**src/rtl/sap1_pkg.sv**
```systemverilog
// Shared SAP-1 definitions: opcodes, micro-step codes and control-word bit indices.
// The ALU and bus muxes decode the control word with the same indices.
package sap1_pkg;

    localparam int OPCODE_WIDTH = 4;
    localparam int STEP_WIDTH   = 3;
    localparam int CTRL_WIDTH   = 16;

    localparam logic [OPCODE_WIDTH-1:0] OP_NOP = 4'h0;
    localparam logic [OPCODE_WIDTH-1:0] OP_LDA = 4'h1;
    localparam logic [OPCODE_WIDTH-1:0] OP_ADD = 4'h2;
    localparam logic [OPCODE_WIDTH-1:0] OP_SUB = 4'h3;
    localparam logic [OPCODE_WIDTH-1:0] OP_STA = 4'h4;
    localparam logic [OPCODE_WIDTH-1:0] OP_LDI = 4'h5;
    localparam logic [OPCODE_WIDTH-1:0] OP_JMP = 4'h6;
    localparam logic [OPCODE_WIDTH-1:0] OP_JC  = 4'h7;
    localparam logic [OPCODE_WIDTH-1:0] OP_JZ  = 4'h8;
    localparam logic [OPCODE_WIDTH-1:0] OP_JO  = 4'h9;
    localparam logic [OPCODE_WIDTH-1:0] OP_OUT = 4'hE;
    localparam logic [OPCODE_WIDTH-1:0] OP_HLT = 4'hF;

    localparam logic [STEP_WIDTH-1:0] T0 = 3'd0;
    localparam logic [STEP_WIDTH-1:0] T1 = 3'd1;
    localparam logic [STEP_WIDTH-1:0] T2 = 3'd2;
    localparam logic [STEP_WIDTH-1:0] T3 = 3'd3;
    localparam logic [STEP_WIDTH-1:0] T4 = 3'd4;

    localparam int CTRL_PC_INC          = 0;
    localparam int CTRL_PC_OUT          = 1;
    localparam int CTRL_PC_LOAD         = 2;
    localparam int CTRL_MAR_LOAD        = 3;
    localparam int CTRL_RAM_OUT         = 4;
    localparam int CTRL_RAM_IN          = 5;
    localparam int CTRL_IR_LOAD         = 6;
    localparam int CTRL_IR_OUT          = 7;
    localparam int CTRL_A_LOAD          = 8;
    localparam int CTRL_A_OUT           = 9;
    localparam int CTRL_B_LOAD          = 10;
    localparam int CTRL_ALU_OUT         = 11;
    localparam int CTRL_ALU_SUB         = 12;
    localparam int CTRL_ALU_LATCH_FLAGS = 13;
    localparam int CTRL_OUT_LOAD        = 14;
    localparam int CTRL_HALT            = 15;

    // One-hot control word with only the given bit set.
    function automatic logic [CTRL_WIDTH-1:0] cbit(input int idx);
        logic [CTRL_WIDTH-1:0] w;
        w      = '0;
        w[idx] = 1'b1;
        return w;
    endfunction

endpackage

```
**src/rtl/sap1_microcode.sv**
```systemverilog
// Combinational microcode ROM: (opcode, step, flags) -> control word and last-step marker.
module sap1_microcode
    import sap1_pkg::*;
(
    input  logic [OPCODE_WIDTH-1:0] opcode,
    input  logic [STEP_WIDTH-1:0]   step,
    input  logic                    zero,
    input  logic                    carry,
    input  logic                    odd,
    output logic [CTRL_WIDTH-1:0]   ctrl,
    output logic                    last
);

    // Decode one micro-step; undefined opcodes and steps fall through as a terminating NOP.
    always_comb begin
        ctrl = '0;
        last = 1'b0;
        case (step)
            T0: ctrl = cbit(CTRL_PC_OUT) | cbit(CTRL_MAR_LOAD);
            T1: ctrl = cbit(CTRL_RAM_OUT) | cbit(CTRL_IR_LOAD) | cbit(CTRL_PC_INC);
            T2: begin
                case (opcode)
                    OP_LDA, OP_ADD, OP_SUB, OP_STA: begin
                        ctrl = cbit(CTRL_IR_OUT) | cbit(CTRL_MAR_LOAD);
                    end
                    OP_LDI: begin
                        ctrl = cbit(CTRL_IR_OUT) | cbit(CTRL_A_LOAD);
                        last = 1'b1;
                    end
                    OP_JMP: begin
                        ctrl = cbit(CTRL_IR_OUT) | cbit(CTRL_PC_LOAD);
                        last = 1'b1;
                    end
                    OP_JC: begin
                        ctrl = cbit(CTRL_IR_OUT) | (carry ? cbit(CTRL_PC_LOAD) : 16'h0000);
                        last = 1'b1;
                    end
                    OP_JZ: begin
                        ctrl = cbit(CTRL_IR_OUT) | (zero ? cbit(CTRL_PC_LOAD) : 16'h0000);
                        last = 1'b1;
                    end
                    OP_JO: begin
                        ctrl = cbit(CTRL_IR_OUT) | (odd ? cbit(CTRL_PC_LOAD) : 16'h0000);
                        last = 1'b1;
                    end
                    OP_OUT: begin
                        ctrl = cbit(CTRL_A_OUT) | cbit(CTRL_OUT_LOAD);
                        last = 1'b1;
                    end
                    OP_HLT: begin
                        ctrl = cbit(CTRL_HALT);
                        last = 1'b1;
                    end
                    default: last = 1'b1;
                endcase
            end
            T3: begin
                case (opcode)
                    OP_LDA: begin
                        ctrl = cbit(CTRL_RAM_OUT) | cbit(CTRL_A_LOAD);
                        last = 1'b1;
                    end
                    OP_ADD, OP_SUB: begin
                        ctrl = cbit(CTRL_RAM_OUT) | cbit(CTRL_B_LOAD);
                    end
                    OP_STA: begin
                        ctrl = cbit(CTRL_A_OUT) | cbit(CTRL_RAM_IN);
                        last = 1'b1;
                    end
                    default: last = 1'b1;
                endcase
            end
            T4: begin
                case (opcode)
                    OP_ADD: begin
                        ctrl = cbit(CTRL_ALU_OUT) | cbit(CTRL_A_LOAD) | cbit(CTRL_ALU_LATCH_FLAGS);
                        last = 1'b1;
                    end
                    OP_SUB: begin
                        ctrl = cbit(CTRL_ALU_OUT) | cbit(CTRL_A_LOAD) | cbit(CTRL_ALU_LATCH_FLAGS)
                             | cbit(CTRL_ALU_SUB);
                        last = 1'b1;
                    end
                    default: last = 1'b1;
                endcase
            end
            default: last = 1'b1;
        endcase
    end

endmodule

```
**src/rtl/control_sequencer.sv**
```systemverilog
// SAP-1 micro-step sequencer: step/halt registers, reset gating and the halt transition.
// The control word itself comes from sap1_microcode.
module control_sequencer #(
    parameter int OPCODE_WIDTH = 4,
    parameter int STEP_WIDTH   = 3,
    parameter int CTRL_WIDTH   = 16
) (
    input  logic                    clk,
    input  logic                    i_rst,
    input  logic                    clk_en,
    input  logic [OPCODE_WIDTH-1:0] i_opcode,
    input  logic                    i_zero,
    input  logic                    i_carry,
    input  logic                    i_odd,
    output logic [CTRL_WIDTH-1:0]   o_ctrl,
    output logic [STEP_WIDTH-1:0]   o_step,
    output logic                    o_halted
);

    import sap1_pkg::*;

    logic [STEP_WIDTH-1:0] step_r;
    logic                  halted_r;
    logic [CTRL_WIDTH-1:0] ucode_ctrl_s;
    logic                  last_s;

    sap1_microcode u_microcode (
        .opcode (i_opcode),
        .step   (step_r),
        .zero   (i_zero),
        .carry  (i_carry),
        .odd    (i_odd),
        .ctrl   (ucode_ctrl_s),
        .last   (last_s)
    );

    // Step/halt state: reset wins, halted state ignores clk_en, HLT parks the step at T0.
    always_ff @(posedge clk) begin
        if (i_rst) begin
            step_r   <= T0;
            halted_r <= 1'b0;
        end else if (halted_r) begin
            step_r   <= T0;
            halted_r <= 1'b1;
        end else if (clk_en) begin
            if (ucode_ctrl_s[CTRL_HALT]) begin
                step_r   <= T0;
                halted_r <= 1'b1;
            end else if (last_s) begin
                step_r   <= T0;
            end else begin
                step_r   <= step_r + 3'd1;
            end
        end else begin
            step_r   <= step_r;
            halted_r <= halted_r;
        end
    end

    // Control word gating: silent during reset, halt bit only while halted.
    always_comb begin
        o_ctrl = '0;
        if (i_rst) begin
            o_ctrl = '0;
        end else if (halted_r) begin
            o_ctrl = cbit(CTRL_HALT);
        end else begin
            o_ctrl = ucode_ctrl_s;
        end
    end

    assign o_step   = step_r;
    assign o_halted = halted_r;

endmodule

```
**config.mk**
```make
export PLATFORM = sky130hd
export DESIGN_NAME = control_sequencer
export DESIGN_NICKNAME = d
export VERILOG_FILES = /design/src/rtl/sap1_pkg.sv /design/src/rtl/sap1_microcode.sv /design/src/rtl/control_sequencer.sv
export SDC_FILE = /design/constraint.sdc
export NUM_CORES = 1
export LEC_CHECK = 0
export ABC_AREA = 1
export CORE_MARGIN = 2
export CORE_UTILIZATION = 40
export CTS_CLUSTER_SIZE = 14
export DETAILED_ROUTE_END_ITERATION = 8
export PLACE_DENSITY = 0.79
export SLEW_MARGIN = 30
export SYNTH_ARGS = -nofsm -noshare
export SYNTH_HDL_FRONTEND = slang
export SYNTH_SLANG_ARGS = --single-unit
```
**constraint.sdc**
```tcl
create_clock -name clk -period 3.2 [get_ports clk]
set_input_delay 0.96 -clock clk [delete_from_list [all_inputs] [get_ports clk]]
set_output_delay 0.96 -clock clk [all_outputs]
set_load 0.01 [all_outputs]
```
### Word level (Yosys, flattened, before mapping)

Index checks and enable logic that the tools add are counted.

* bits of input ports: 10
* register bits after elaboration: 4
* logic and storage cells: 40
* output and inout bits: 20

* $add $sub $neg: 1
* mux-type cells: 17
* equality and inequality tests: 15
* reduce and logical (&&, ||, !) cells: 5

Operators by type and width (count)
* case mux 16 bit (8 select lines): 1
* case mux 16 bit (5 select lines): 1
* case mux 11 bit (3 select lines): 1
* two-way mux 16 bit: 2
* case mux 14 bit (2 select lines): 1
* == test 4 x 3 -> 1 bit (second input constant): 4
* == test 4 bit (second input constant): 4
* two-way mux 3 bit: 5
* == test 4 x 2 -> 1 bit (second input constant): 2
* == test 3 x 2 -> 1 bit (second input constant): 2
* OR reduction 2 bit: 3
* two-way mux 1 bit: 5
* == test 4 x 1 -> 1 bit (second input constant): 1
* OR reduction 4 bit: 1
* adder 3 x 1 -> 3 bit (second input constant): 1
* == test 3 x 1 -> 1 bit (second input constant): 1
* == test 3 bit (second input constant): 1
* logical NOT 3 bit: 1
* case mux 1 bit (3 select lines): 1

### Longest topological paths before layout

Gate-level depths: netlist (run 1).

* depth after elaboration: 7
* gate-level depth with buffers: 7
* gate-level depth less buffers: 7

### Cells and area by module

Synthesis (run 1) repeated with hierarchy kept, for this count alone.

* cell total of the unflattened synthesis: 120
* area total of the unflattened synthesis: 628.1 um^2

By module, submodules not included
* control_sequencer: sequential area each 80.1 um^2, cells each 59, times used 1, area each 336.6 um^2
* sap1_microcode: sequential area each 0.0 um^2, cells each 61, times used 1, area each 291.5 um^2

### Least setup slack after synthesis (run 1)

Ideal clock, no wire load.

* kind: input-to-output
* start point: input i_rst
* end point: output o_ctrl[13]
* arrival time: 1.660 ns
* path buffers: 1
* data required time: 2.240 ns
* stages: 4
* slack: 0.580 ns
* cells stage by stage: nor2_1 -> o21ai_2 -> nor2_1 -> buf_4

* word-level cells in the longest chain between the ends: 1

Ends and longest elaborated chain
* start, declared: RTL line control_sequencer.sv:9 `input logic i_rst,`
* two-way mux 16 bit: RTL line control_sequencer.sv:63 `if (i_rst) begin`
* end, declared: RTL line control_sequencer.sv:15 `output logic [CTRL_WIDTH-1:0] o_ctrl,`

No other way between the ends.

### Worst setup path in the final report (run 1)

* start point: input i_carry
* end point: output o_ctrl[2]

* word-level cells in the longest chain between the ends: 5

Ends and longest elaborated chain
* start, declared: RTL line control_sequencer.sv:13 `input logic i_carry,`
* two-way mux 3 bit: RTL line sap1_microcode.sv:35 `ctrl = cbit(CTRL_IR_OUT) | (carry ? cbit(CTRL_PC_LOAD) : 16'h0000);`
* case mux 16 bit (8 select lines): RTL line sap1_microcode.sv:22 `case (opcode)`
* case mux 16 bit (5 select lines): RTL line sap1_microcode.sv:18 `case (step)`
* two-way mux 16 bit: RTL line control_sequencer.sv:65 `end else if (halted_r) begin`
* two-way mux 16 bit: RTL line control_sequencer.sv:63

No other way between the ends.

==> results.ini, run 1 <==
[run_status]
run_status = finished clean

[placed_design]
gp_congestion = 0.789
port_buffers = 29
postPlaceCellArea_um2 = 952
dp_slack_ps = -426
hpwlAfterDp_um = 1330

[finish]
n_antenna_cell = 0
synthToLayoutAreaGrowth_pct = 78.5
nFillCells = 114
final_common_cell = nand2_1
final_cell_mix = nand2_1 (17), dlygate4sd2_1 (15), buf_4 (15)
layout-drive-gt1-share_pct = 26.6
final_area_um2 = 987
nets = 156

[sta]
setup-violations-final = 0
slew_headroom_pct = 81.4
max_freq_ghz = 0.325
finalCritPeriodShare_pct = 96.0
period_minus_slack_ps = 3070
fin_skew_ps = 3.43
layout_setup_ws_ps = 127
hold_viol = 0
rsz0062_at_grt = false
drv_slew = 0
worst_pin_slew_ps = 279

[clocking]
cts_buffer_depth = 2
cts_hold_buffers = 0
cts_inserted_buffers = 3
cts_tree = built
clock-root-buffer = clkbuf_4
cts.sink_count = 4
worstSkewPairLatency_ps = 230
htree_levels = 1
clk_pin_slew_ps = 30

[routing]
routed_wl_um = 1690
drt_iter0_markers = 6
antenna_left = 0
dr_total_vias = 757
drc = 0
drt-wirelength-per-cell_um = 10.9
viasPerCell = 4.92
firstDrtPassIters = 4

[hold_path]
hp-start = o_step[0]
hold_path_end = o_step[0]
hold_depth = 2
hold_class = flop to flop

[worst_setup_path]
crit_type = input pin to output pin
worstRegToRegCells = 6
worstPathArrival_ps = 2110
critPathSlowestCell = clkdlybuf4s50_1
crit_path_end_kind = output pin
start_kind = input pin
reg2reg_to = o_step[2]
crit_required_ps = 2240
rr_startpoint = o_step[2]
worstPathMaxFanout = 1
r2r_slack_ps = 1750
cp_top_family = buffers and inverters
path_buf_inv = 3
cp_cell_sequence = clkdlybuf4s50_1 -> inv_1 -> nand2_1 -> nand3_1 -> nand3_1 -> nand2_1 -> nor3_1 -> dlygate4sd2_1
max_stage_delay_ps = 450

[logic_synthesis]
synth-seq-cells = 4
synth_edf_count = 0
syn_inst = 94
synth.avg_cell_area_um2 = 5.88
synth_nets = 109
async_reset_ff_share_pct = 0
synth_area_um2 = 553
yosysWarnings = 0
synthFlopType = dfxtp_1
synth_seq_area_share_pct = 14.5
synth.distinct_cells = 20

[global_routing]
antenna_found_initial = 0
grt_max_degree = 7
first_global_vias = 688
grt_pass1_wl_um = 2580
globalRouteOverflowTotal = 0
track_usage_pct = 23.4

[power_and_ir_drop]
p_leak_uw = 0.000515
ir_worst_vdd_v = 0.000163
p_per_area_nw_per_um2 = 212

[die]
die_area_um2 = 1700
num_rows = 13
die_w_um = 41.2
io_pins = 30
initial_core_util_pct = 42.5
die_h_um = 41.2
core_um2 = 1300

[run]
maxCapViolations = 0

-- kinds of logic after synthesis --
family                   Yosys count  synth area share, %
AO/OA/AOI/OAI                     12                 12.7
AND/OR/NAND/NOR                   56                 48.6
adder cells (fa/ha/maj)            5                 11.3
flip-flops                         4                 14.5
buffers and inverters             17                 12.9
-- flip-flops by register name, summed over array words and instances, names as in the netlist --
register	count
o_step	3
o_halted	1
-- power by group --
part | total (µW) | leakage [µW] | internal (µW) | switching [µW]
clock | 61.1 | 0.0000138 | 41.9 | 19.3
sequential | 55.9 | 0.0000326 | 52.5 | 3.36
combinational | 92.3 | 0.000469 | 44.4 | 47.9
total | 209 | 0.000515 | 139 | 70.5
-- layer usage --
layer  up-vias  global-route usage (%)  wire (µm)
met3         0                    3.80         76
li1        397                       -          -
met4         0                    13.7          0
met1       344                    23.4        687
met5         -                       0          0
met2        16                    44.5        922
-- final cells by class --
| cell class | count | area [µm²] | share of cell area, % |
|---|---|---|---|
| flip-flops and latches | 4 | 80.1 | 8.11 |
| repair buffers | 44 | 385 | 39.0 |
| clock buffers | 3 | 22.5 | 2.28 |
| multi-input cells | 73 | 424 | 43.0 |
| well taps | 15 | 18.8 | 1.90 |
| inverters | 15 | 56.3 | 5.70 |
-- worst reg2reg max path, cell delays in order (launching register included) --
cell and delay (ps):
dfxtp_1 450, inv_2 100, ha_1 290, or2_1 230
nor2_1 100, nand3_1 70, a21oi_1 140
-- metrics by stage --
step           util (%)  hold slack, ps  TNS (ps)  std cells  power, µW
6_report           75.9             529         0        154        209
2_1_floorplan         -             529         0         94       99.6
5_1_grt            75.9             546         0        154        223
3_3_place_gp       73.2             511     -4870        150        149
3_5_place_dp       73.2             522     -5110        150        150
4_1_cts            76.0             529         0        154        213
-- worst max-delay path by stage --
| stage | slack, ps | endpoint | depth (start not counted) | start |
|---|---|---|---|---|
| after floorplan | 580 | o_ctrl[13] | 4 | i_rst |
| after global placement | -410 | o_ctrl[3] | 8 | i_opcode[1] |
| after detailed placement | -430 | o_ctrl[8] | 8 | i_opcode[2] |
| after CTS | 20 | o_ctrl[7] | 5 | i_rst |
| after global routing | 40 | o_ctrl[9] | 7 | i_opcode[3] |
| final | 130 | o_ctrl[2] | 8 | i_carry |
-- what timing repair did --
action | in CTS | in global routing
setup buffers | 1 | 0
resized for setup | 32 | 4
endpoints found under the setup margin | 16 | 1
pin swaps | 2 | 1
-- cells in the mapped netlist (2+ instances only) --
master / number / share of area (%)
a21oi_1: 8 / 7.2
buf_4: 2 / 2.7
dfxtp_1: 4 / 14
ha_1: 5 / 11
inv_1: 12 / 8.1
inv_2: 3 / 2.0
nand2_1: 17 / 12
nand3_1: 13 / 12
nand3_2: 2 / 3.6
nor2_1: 12 / 8.1
nor2_2: 4 / 4.5
nor3_1: 4 / 3.6
(Power assumes the default switching activity.)
==> run 2, diff against run 1 <==
--- a/config.mk
+++ b/config.mk
@@ -6,11 +6,12 @@
 export NUM_CORES = 1
 export LEC_CHECK = 0
 export ABC_AREA = 1
-export CORE_MARGIN = 2
-export CORE_UTILIZATION = 40
+export CORE_AREA = 2 2 39 41
 export CTS_CLUSTER_SIZE = 14
 export DETAILED_ROUTE_END_ITERATION = 8
-export PLACE_DENSITY = 0.79
+export DIE_AREA = 0 0 41 43
+export DONT_BUFFER_PORTS = 1
+export PLACE_DENSITY = 0.53
 export SLEW_MARGIN = 30
 export SYNTH_ARGS = -nofsm -noshare
 export SYNTH_HDL_FRONTEND = slang
==> run 2 against run 1 <==
Sequential share of layout area grew 5.7 points. Final area shrank 41%. Combinational power shrank 46%. Die area up 3.9%. Setup slack improved by 360 ps. Clock skew down 1.5 ps. Critical endpoint is now o_ctrl[13]. Highest routed layer is now met4.
==> results.ini, run 2 (synthesis gave the netlist of run 1 again) <==
[global_routing]
antenna_found_initial = 0  ; unchanged
grt_max_degree = 9  ; +2
globalRouteOverflowTotal = 0  ; unchanged
first_global_vias = 555  ; -19%
track_usage_pct = 17.9  ; -5.6 points
grt_pass1_wl_um = 2130  ; -17%

[sta]
hold_slack_ps = 574  ; +45.1 ps
setup-violations-final = 0  ; unchanged
drv_slew = 0  ; unchanged
finalCritPeriodShare_pct = 84.9  ; -11 points
rsz0062_at_grt = false
slew_headroom_pct = 66.4  ; -15 points
fin_skew_ps = 1.95  ; -1.47 ps
worst_pin_slew_ps = 500  ; +221 ps
period_minus_slack_ps = 2720  ; -357 ps
max_freq_ghz = 0.368  ; +13%
hold_viol = 0  ; unchanged
fin_tns_setup_ps = 0  ; unchanged

[worst_setup_path]
crit_top_cell = ha_1
r2r_slack_ps = 1700  ; -50 ps
rr_startpoint = o_step[2]
start_kind = flop
cp_top_family = flip-flops
crit_required_ps = 2240  ; about the same
reg2reg_to = o_step[2]
worstPathMaxFanout = 6  ; +5
path_buf_inv = 1  ; -2
worstPathArrival_ps = 1760  ; -350 ps
crit_path_end_kind = output pin
crit_type = flop to output pin
critPathSlowestCell = dfxtp_1
worstRegToRegCells = 6  ; unchanged
cp_cell_sequence = ha_1 -> ha_1 -> inv_1 -> nand3_1 -> o21ai_2 -> nor2_1
max_stage_delay_ps = 450  ; about the same

[routing]
viasPerCell = 5.31  ; +7.9%
drt-wirelength-per-cell_um = 12.0  ; +9.4%
antenna_left = 0  ; unchanged
drt_iter0_markers = 10  ; +4
dr_total_vias = 589  ; -22%
routed_wl_um = 1330  ; -21%
drc = 0  ; unchanged
firstDrtPassIters = 4  ; unchanged

[run_status]
run_status = finished clean

[finish]
layout-drive-gt1-share_pct = 15.8  ; -11 points
final_cell_mix = nand2_1 (17), nand3_1 (13), inv_1 (12), nor2_1 (12), a21oi_1 (8)
largest_reg_flops = 3  ; unchanged
fin_util_pct = 42.0  ; -34 points
synthToLayoutAreaGrowth_pct = 4.98
n_antenna_cell = 0  ; unchanged
nets = 112  ; -28%
final_common_cell = nand2_1

[die]
io_pins = 30  ; unchanged
initial_core_util_pct = 40.0  ; -2.5 points
die_w_um = 41  ; -0.45%
die_area_um2 = 1760  ; +3.9%
die_h_um = 43  ; +4.4%
num_rows = 14  ; +1
core_um2 = 1380  ; +6.3%

[clocking]
cts_inserted_buffers = 3  ; unchanged
cts_setup_buffers = 0  ; -1
clock-root-buffer = clkbuf_4
cts_hold_buffers = 0  ; unchanged
cts_tree = built
htree_levels = 1  ; unchanged
cts.sink_count = 4  ; unchanged
clk_pin_slew_ps = 40  ; about the same
worstSkewPairLatency_ps = 230  ; about the same
ctsResizeCount = 0  ; -100%
cts_buffer_depth = 2  ; unchanged

[run]
maxCapViolations = 0  ; unchanged

[power_and_ir_drop]
p_per_area_nw_per_um2 = 289  ; +36%
ir_worst_vdd_v = 0.000152  ; -6.8%
total_power_uw = 168  ; -20%
p_leak_uw = 0.000248  ; -52%

[placed_design]
hpwlAfterDp_um = 1130  ; -15%
gp_congestion = 0.761  ; -3.5%
port_buffers = 0  ; -100%

[hold_path]
hp-start = o_step[0]
hold_depth = 2  ; unchanged
hold_class = flop to flop
hold_path_end = o_step[0]

## run 2: cell types whose count changed in the layout (fill, tap and decap cells not counted)
cell             previous run  this run
nor2_1                      9        12
dlygate4sd2_1              15         0
clkdlybuf4s15_2             3         0
nor2_4                      4         1
dlymetal6s2s_1              1         0
buf_2                       1         0
clkdlybuf4s50_1             9         0
buf_4                      15         0
## run 2: cell type report
| type | instances | area [µm²] |
|---|---|---|
| fill | 168 | 803 |
| multi-input combinational | 73 | 402 |
| sequential | 4 | 80.1 |
| inverter | 15 | 56.3 |
| clock buffer | 3 | 22.5 |
| tap | 16 | 20.0 |
## run 2: power by group
group          total, µW  switching, µW  internal, µW
clock               60.4           18.6          41.8
combinational       50.1           33.9          16.2
sequential          57.1           4.59          52.6
## run 2: how the worst max path moves through the flow
stage / from / to / slack (ps) / cells past startpoint
6_report: o_step[1] / o_ctrl[13] / 480 / 6
4_1_cts: o_step[1] / o_ctrl[13] / 440 / 6
5_1_grt: o_step[0] / o_ctrl[12] / 310 / 6
3_5_place_dp: i_rst / o_ctrl[14] / 520 / 3
3_3_place_gp: i_rst / o_ctrl[14] / 550 / 3
2_1_floorplan: i_rst / o_ctrl[13] / 580 / 4
## run 2: through the flow
step           cell area, µm²  worst slack, ps  instances
3_3_place_gp              558              551        108
3_5_place_dp              558              517        108
6_report                  581              484        111
5_1_grt                   581              309        111
4_1_cts                   581              440        111
2_1_floorplan             553              580         94
## run 2: tightest hold or removal path, stage by stage (launching register included)
cell	delay (ps)
dfxtp_1	370
nand2_1	90
a21oi_1	60
## run 2: routing by layer
layer | vias up | wire length, µm | global-route usage (%)
li1 | 308 | - | -
met1 | 267 | 524 | 18.0
met2 | 12 | 726 | 30.3
met3 | 2 | 69 | 3.66
met4 | 0 | 9 | 12.0
met5 | - | 0 | 0
==> run 3, diff against run 2 <==
==> constraint.sdc (replaced) <==
create_clock -name clk -period 2.58 [get_ports clk]
set_input_delay 0.774 -clock clk [delete_from_list [all_inputs] [get_ports clk]]
set_output_delay 0.774 -clock clk [all_outputs]
set_load 0.01 [all_outputs]
==> run 3 against run 2 <==
Critical path depth stayed put. Final cell count is 3.6% higher. Sequential power is 17% higher. Hold slack better by 20 ps. Clock skew is 1.9 ps lower. Clock power is 25% higher. Setup slack worse by 320 ps. Largest power group unchanged.
==> results.ini, run 3 (synthesis gave the netlist of run 1 again) <==
[die]
num_rows = 14  ; unchanged
die_h_um = 43  ; unchanged
io_pins = 30  ; unchanged
die_area_um2 = 1760  ; unchanged
die_w_um = 41  ; unchanged
core_um2 = 1380  ; unchanged
initial_core_util_pct = 40.0  ; unchanged

[sta]
setup-violations-final = 0  ; unchanged
hold_viol = 0  ; unchanged
layout_setup_ws_ps = 163  ; -321 ps
drv_slew = 0  ; unchanged
finalCritPeriodShare_pct = 93.7
worst_pin_slew_ps = 377  ; -122 ps
hold_slack_ps = 595  ; +20.2 ps
slew_headroom_pct = 74.8  ; +8.4 points
fin_skew_ps = 0.0794  ; -1.88 ps
period_minus_slack_ps = 2420
max_freq_ghz = 0.414
fin_tns_setup_ps = 0  ; unchanged
rsz0062_at_grt = false

[finish]
final_cell_mix = nand2_1 (17), nand3_1 (13), inv_1 (12)
n_antenna_cell = 0  ; unchanged
nets = 116  ; +3.6%
layout-drive-gt1-share_pct = 21.2  ; +5.4 points
synthToLayoutAreaGrowth_pct = 11.8
nFillCells = 162  ; -3.6%
largest_reg_flops = 3  ; unchanged
final_common_cell = nand2_1

[routing]
drc = 0  ; unchanged
firstDrtPassIters = 4  ; unchanged
antenna_left = 0  ; unchanged
routed_wl_um = 1330  ; +0.15%
drt-wirelength-per-cell_um = 11.6  ; -3.3%
viasPerCell = 5.21  ; -1.8%
drt_iter0_markers = 15  ; +5
dr_total_vias = 599  ; +1.7%

[worst_setup_path]
crit_type = flop to output pin
rr_startpoint = o_step[0]
crit_path_end_kind = output pin
r2r_slack_ps = 1210  ; -490 ps
startpoint = o_step[0]
reg2reg_to = o_step[2]
endpoint = o_ctrl[3]
worstPathMaxFanout = 6  ; unchanged
crit_required_ps = 1810  ; -430 ps
start_kind = flop
worstRegToRegCells = 6  ; unchanged
worstPathArrival_ps = 1640  ; -120 ps

[power_and_ir_drop]
switching_share_pct = 34.0  ; -0.088 points
combPwrFrac_pct = 33.1  ; +3.2 points
p_per_area_nw_per_um2 = 344  ; +19%
total_power_uw = 213  ; +27%
power.switching_uw = 72.3  ; +27%
ir_worst_vdd_v = 0.000232  ; +52%
p_leak_uw = 0.000270  ; +8.7%
p_int_uw = 141  ; +27%
p_seq_share_pct = 31.5  ; -2.6 points
pwr-share-clk_pct = 35.4  ; -0.6 points

[clocking]
cts_setup_buffers = 0  ; unchanged
cts_buffer_depth = 2  ; unchanged
cts_inserted_buffers = 3  ; unchanged
cts_tree = built
ctsResizeCount = 0  ; unchanged
cts.sink_count = 4  ; unchanged
worstSkewPairLatency_ps = 230  ; about the same
clock-root-buffer = clkbuf_4
htree_levels = 1  ; unchanged
clk_pin_slew_ps = 40  ; about the same
cts_hold_buffers = 0  ; unchanged

[global_routing]
grt_max_degree = 9  ; unchanged
track_usage_pct = 17.8  ; -0.036 points
grt_pass1_wl_um = 2130  ; -0.33%
first_global_vias = 558  ; +0.54%
globalRouteOverflowTotal = 0  ; unchanged
antenna_found_initial = 0  ; unchanged

[placed_design]
gp_congestion = 0.763  ; +0.18%
hpwlAfterDp_um = 1140  ; +0.72%
port_buffers = 0  ; unchanged
dp_slack_ps = 308  ; -208 ps

[hold_path]
hold_class = flop to flop

[run]
maxCapViolations = 0  ; unchanged

[run_status]
run_status = finished clean

run 3: changes by cell type in the layout (fill, tap and decap cells not counted):
cell    before  now
nor2_1      12   11
nor3_1       4    3
nor2_2       4    5
buf_4        0    4
nor3_2       0    1
run 3: final cells by class:
| type | count | area (µm²) | share of cell area, % |
|---|---|---|---|
| clock buffer | 3 | 22.5 | 3.64 |
| sequential | 4 | 80.1 | 13.0 |
| timing repair buffer | 4 | 30.0 | 4.86 |
| inverter | 15 | 56.3 | 9.11 |
| multi-input combinational | 73 | 409 | 66.2 |
| tap | 16 | 20.0 | 3.24 |
run 3: per-stage QoR:
| stage | utilization [%] | cell area, µm² | cells |
|---|---|---|---|
| after detailed placement | 42.5 | 588 | 112 |
| after floorplan | - | 553 | 94 |
| after global placement | 42.5 | 588 | 112 |
| after CTS | 44.1 | 611 | 115 |
| after global routing | 44.7 | 618 | 115 |
| final | 44.7 | 618 | 115 |
run 3: metal layers:
| layer | share of wire (%) | GRT usage (%) | up-vias |
|---|---|---|---|
| met4 | 0 | 12.0 | 0 |
| li1 | - | - | 316 |
| met3 | 4.8 | 3.66 | 0 |
| met1 | 41 | 19.5 | 271 |
| met5 | 0 | 0 | - |
| met2 | 54 | 28.7 | 12 |
run 3: power by group through the flow:
stage,Sequential [µW],Combinational [µW],Clock [µW]
2_1_floorplan,70.8,52.7,0
3_3_place_gp,67.9,70.9,0
3_5_place_dp,68.0,70.8,0
4_1_cts,67.0,70.9,81.5
5_1_grt,67.4,80.4,84.7
6_report,67.0,70.4,75.3
run 3: how the worst min path moves through the flow:
stage	from	to	slack [ps]	cells past startpoint
4_1_cts	o_halted	o_halted	600	1
2_1_floorplan	o_step[1]	o_step[1]	530	2
3_3_place_gp	o_halted	o_halted	590	1
3_5_place_dp	o_halted	o_halted	600	1
6_report	o_halted	o_halted	590	1
5_1_grt	o_halted	o_halted	640	1
run 3: worst max-delay path, stage by stage (launching register included):
cell	delay, ps
dfxtp_1	310
ha_1	200
ha_1	250
inv_1	100
nand3_1	110
o21ai_2	290
nor2_1	140
